### config.mk
export PLATFORM = sky130hd
export DESIGN_NAME = ins_queue
export DESIGN_NICKNAME = d
export VERILOG_FILES = /design/src/rtl/ins_queue.sv
export SDC_FILE = /design/constraint.sdc
export NUM_CORES = 1
export LEC_CHECK = 0
export ABC_AREA = 1
export CORE_ASPECT_RATIO = 1.1
export CORE_MARGIN = 2
export CORE_UTILIZATION = 23
export DETAILED_ROUTE_END_ITERATION = 16
export GPL_TIMING_DRIVEN = 0
export PLACE_DENSITY = 0.4
export SYNTH_ARGS = -nofsm -noshare
export SYNTH_HDL_FRONTEND = slang
export SYNTH_SLANG_ARGS = --single-unit
### constraint.sdc
create_clock -name clk_in -period 7.4 [get_ports clk_in]
set_input_delay 1.48 -clock clk_in [delete_from_list [all_inputs] [get_ports clk_in]]
set_output_delay 1.48 -clock clk_in [all_outputs]
set_load 0.01 [all_outputs]
### src/rtl/ins_queue.sv
// Circular instruction queue between fetch and decode: show-ahead head view,
// pop on decode_ok, whole-queue flush on mispredict, freeze while rdy_in is low.
module ins_queue #(
    parameter int DEPTH  = 16,
    parameter int ADDR_W = 4,
    parameter int AF_GAP = 2
) (
    input  logic              clk_in,
    input  logic              rstn_in,
    input  logic              rdy_in,
    input  logic              flush_in,
    input  logic              push_valid,
    input  logic [31:0]       push_ins,
    input  logic [31:0]       push_pc,
    output logic              full,
    output logic              almost_full,
    output logic              decode_flag,
    output logic [31:0]       ins,
    output logic [31:0]       ins_pc,
    input  logic              decode_ok,
    output logic [ADDR_W:0]   count
);

    localparam logic [ADDR_W:0] FULL_CNT = (ADDR_W+1)'(DEPTH);
    localparam logic [ADDR_W:0] AF_CNT   = (ADDR_W+1)'(DEPTH - AF_GAP);

    logic [63:0]       mem_q [DEPTH];
    logic [ADDR_W-1:0] head_q, head_d;
    logic [ADDR_W-1:0] tail_q, tail_d;
    logic [ADDR_W:0]   count_q, count_d;
    logic              push, pop;

    assign full        = (count_q == FULL_CNT);
    assign almost_full = (count_q >= AF_CNT);
    assign decode_flag = rdy_in && (count_q != '0);
    assign count       = count_q;
    assign ins         = mem_q[head_q][63:32];
    assign ins_pc      = mem_q[head_q][31:0];

    // full is judged on the current count, so a same-cycle pop never frees a slot for push
    assign push = rdy_in && !flush_in && push_valid && !full;
    assign pop  = rdy_in && !flush_in && decode_flag && decode_ok;

    always_comb begin
        head_d  = head_q;
        tail_d  = tail_q;
        count_d = count_q;
        if (rdy_in) begin
            if (flush_in) begin
                head_d  = '0;
                tail_d  = '0;
                count_d = '0;
            end else begin
                if (push) tail_d = tail_q + 1'b1;
                if (pop)  head_d = head_q + 1'b1;
                if (push && !pop)      count_d = count_q + 1'b1;
                else if (pop && !push) count_d = count_q - 1'b1;
            end
        end
    end

    always_ff @(posedge clk_in) begin
        if (!rstn_in) begin
            head_q  <= '0;
            tail_q  <= '0;
            count_q <= '0;
        end else begin
            head_q  <= head_d;
            tail_q  <= tail_d;
            count_q <= count_d;
        end
    end

    // Storage is not reset; contents are only observed through a valid head.
    always_ff @(posedge clk_in) begin
        if (rstn_in && push) mem_q[tail_q] <= {push_ins, push_pc};
    end

endmodule

==> out/metrics.csv <==
stage;metric;value;unit
setup_path;cp_data_arrival_time;4.40;ns
logic_synthesis;synth_area_per_cell;13.2;um^2
logic_synthesis;synth_cells;3115;
logic_synthesis;syn_area;41200;um^2
pwr;peakVddDrop;0.192;mV
final_layout;synthToLayoutAreaGrowth;22.1;%
pwr;powerDensity;252;nW/um^2
setup_path;cp.required;5.92;ns
clocking;clock-sinks;1041;
logic_synthesis;synth-simple-area-share;0.0919;
drt;routedLengthMet1;67300;um
logic_synthesis;synthAdderAreaFrac;0.00322;
worst_hold_path;hold_end;head_q[2];
drt;wirelength;154000;um
final_layout;layout.nets;3504;
sta;tightestPinTransition;1.45;ns
sta;skew;0.0153;ns
placement;dp_cells;5683;
grt;overflow;0;
floorplanning;dieArea;182000;um^2
logic_synthesis;synth_compound_area_frac;0.121;
floorplanning;start_util;0.232;
drt;via_per_inst;4.53;
logic_synthesis;yosysTopAreaCell;edfxtp_1;
setup_path;worstRegToRegCells;11;
grt;grt_pass1_wl;212000;um
clocking;htreeDepth;3;
logic_synthesis;syn-num-nets;3195;
drt;ant_nets;0;
setup_path;reg2reg_to;mem_q[15][43];
clocking;cts_tree;done;
final_layout;post-route-util;0.283;
floorplanning;die_w;407;um
placement;dp_hpwl;103000;um
floorplanning;fp-row-count;162;
sta;max_freq;170;MHz
worst_hold_path;worstHoldPathType;reg2reg;
clocking;insertion_delay;0.74;ns
logic_synthesis;synth_xor_area_frac;0.000638;
final_layout;regArea;31100;um^2
drt;route.met3.wl;7420;um
logic_synthesis;ys_ff_latch;1041;
logic_synthesis;muxShareOfSynthArea;0;
clocking;cts_setup_buffers;0;
logic_synthesis;synth_area_leaders;edfxtp_1, nor2_1, o211ai_1;
floorplanning;num_io_pins;142;
logic_synthesis;yosysWarnings;0;
grt;antenna_found_initial;14;
drt;vias;26700;
drt;top_layer;met5;
grt;first_global_vias;26300;
setup_path;r2r_start;count[1];
worst_hold_path;min-delay-start;head_q[2];
placement;routabilityCongestion;0.752;
sta;hold_viol;0;
grt;grtUsageTotal;0.165;
job;cap_violations;0;
logic_synthesis;yosysMostFrequentCell;edfxtp_1;
worst_hold_path;hold_depth;2;
final_layout;multi_input_area;9070;um^2
final_layout;drive_gt1_frac;0.0882;
setup_path;reg2reg_setup_slack;4.18;ns
floorplanning;coreArea;178000;um^2
setup_path;worst_setup_path_start_kind;flip-flop;
logic_synthesis;async_reset_ff_frac;0;
placement;portBuffers;141;
logic_synthesis;synth_top_family_by_area;compound AO/OA/AOI/OAI gates;
drt;first_pass_iters;6;
logic_synthesis;synth_edf_count;1024;
logic_synthesis;synth_top_cell_area_share;0.747;
clocking;hold_buffers;0;
sta;finalMaxSlewViolations;0;
logic_synthesis;yosysUniqueCellTypes;27;
clocking;cts_resized;0;
grt;grt_max_degree;24;
sta;relSlewSlack;0.0306;
final_layout;fin_area;50300;um^2
final_layout;fin_cells;5897;
sta;period_share;0.795;
logic_synthesis;synth_ff_type;edfxtp_1;
floorplanning;die_y;448;um
setup_path;crit_type;reg2out;
drt;dr.first_iter.drc_count;2495;
drt;wl_per_cell;26.0;um
sta;rsz0062_at_grt;no;
drt;drc;0;
pwr;total_power;12700;uW
outcome;status;completed;
setup_path;cp_max_fo;11;
sta;fin_tns_setup;0;ns
logic_synthesis;seq_area_frac_synth;0.755;
clocking;clkTransAtPathRegs;0.06;ns
pwr;power.leakage;0.0154;uW
clocking;cts_root_buf;clkbuf_16;
clocking;clock_path_buffers;3;
sta;min_period;5.88;ns
final_layout;n_fill_cell;18400;
clocking;cts_made_buffers;117;
sta;finalSetupViolCount;0;
placement;postPlaceCellArea;46700;um^2
logic_synthesis;synth_common_cells;edfxtp_1, nor2_1, o21ai_0;
drt;wl_met2;75600;um
setup_path;end_kind;output pin;
==> report_power, final <==
group | switching (uW) | internal, uW
Combinational | 441 | 186
Sequential | 7.50 | 6490
Clock | 2400 | 3130
Total | 2850 | 9810
==> metrics by stage <==
step | worst slack [ns] | hold WS [ns]
after floorplan | 2.17 | 0.447
after global placement | -3.00 | 0.477
after detailed placement | 2.12 | 0.477
after CTS | 1.32 | 0.487
after global routing | 1.27 | 0.507
final | 1.52 | 0.479
==> critical path: stages (launching register included) <==
cell and delay [ns]:
dfxtp_1 0.30, buf_2 0.35, buf_2 0.56, clkbuf_1 0.71
o21ai_0 0.20, o211ai_1 0.22, o211ai_1 0.30, nand2_1 0.38
clkdlybuf4s50_1 0.61
==> cell families (layout without fill, tap and decap cells) <==
| group | count (synthesis) | count (layout) |
|---|---|---|
| other cells | 0 | 5 |
| buf+inv | 233 | 632 |
| compound gates | 850 | 850 |
| fa+ha+maj | 10 | 10 |
| xor+xnor | 3 | 3 |
| flops | 1041 | 1041 |
| simple gates | 978 | 978 |
==> how the worst max path moves through the flow <==
stage,start,to,slack [ns],cells after the start
floorplan,flush_in,mem_q[0][0],2.17,9
finish,flip-flop,ins_pc[25],1.52,8
global route,flip-flop,ins_pc[25],1.27,8
detailed placement,flip-flop,ins_pc[25],2.12,8
CTS,flip-flop,ins_pc[25],1.32,8
global placement,rdy_in,mem_q[15][43],-3.00,9
==> cell type report <==
type / instances / share of cell area
Timing Repair Buffer: 190 / 0.0488
Inverter: 22 / 0.00174
Tap cell: 2378 / 0.0592
Antenna cell: 5 / 0.000249
Buffer: 211 / 0.0211
Sequential cell: 1041 / 0.618
Clock buffer: 155 / 0.0619
Clock inverter: 54 / 0.00844
Multi-Input combinational cell: 1841 / 0.180
==> layout by cell type (no fill, tap or decap), types with 20 or more instances in the layout <==
cell | Yosys | routed
o21ai_0 | 323 | 323
clkbuf_1 | 86 | 122
o21ai_1 | 255 | 255
clkbuf_16 | 0 | 119
buf_2 | 45 | 45
edfxtp_1 | 1024 | 1024
o211ai_2 | 20 | 20
nand3_1 | 80 | 80
buf_1 | 49 | 49
o211ai_1 | 237 | 237
buf_12 | 0 | 41
nor2_1 | 791 | 775
nand2_1 | 101 | 101
clkinv_1 | 2 | 29
clkdlybuf4s50_1 | 0 | 141
==> routing by layer <==
| layer | GRT usage | up-vias |
|---|---|---|
| li1 | - | 12100 |
| met1 | 0.218 | 13600 |
| met2 | 0.283 | 729 |
| met3 | 0.0234 | 181 |
| met4 | 0.0449 | 12 |
| met5 | 0 | - |
==> registers in the layout, summed over array words and instances (netlist names), named ones only <==
name and cells:
mem_q 1024, count 5, tail_q 4, head_q 4
Note: power is estimated with default switching activity, not from simulation.
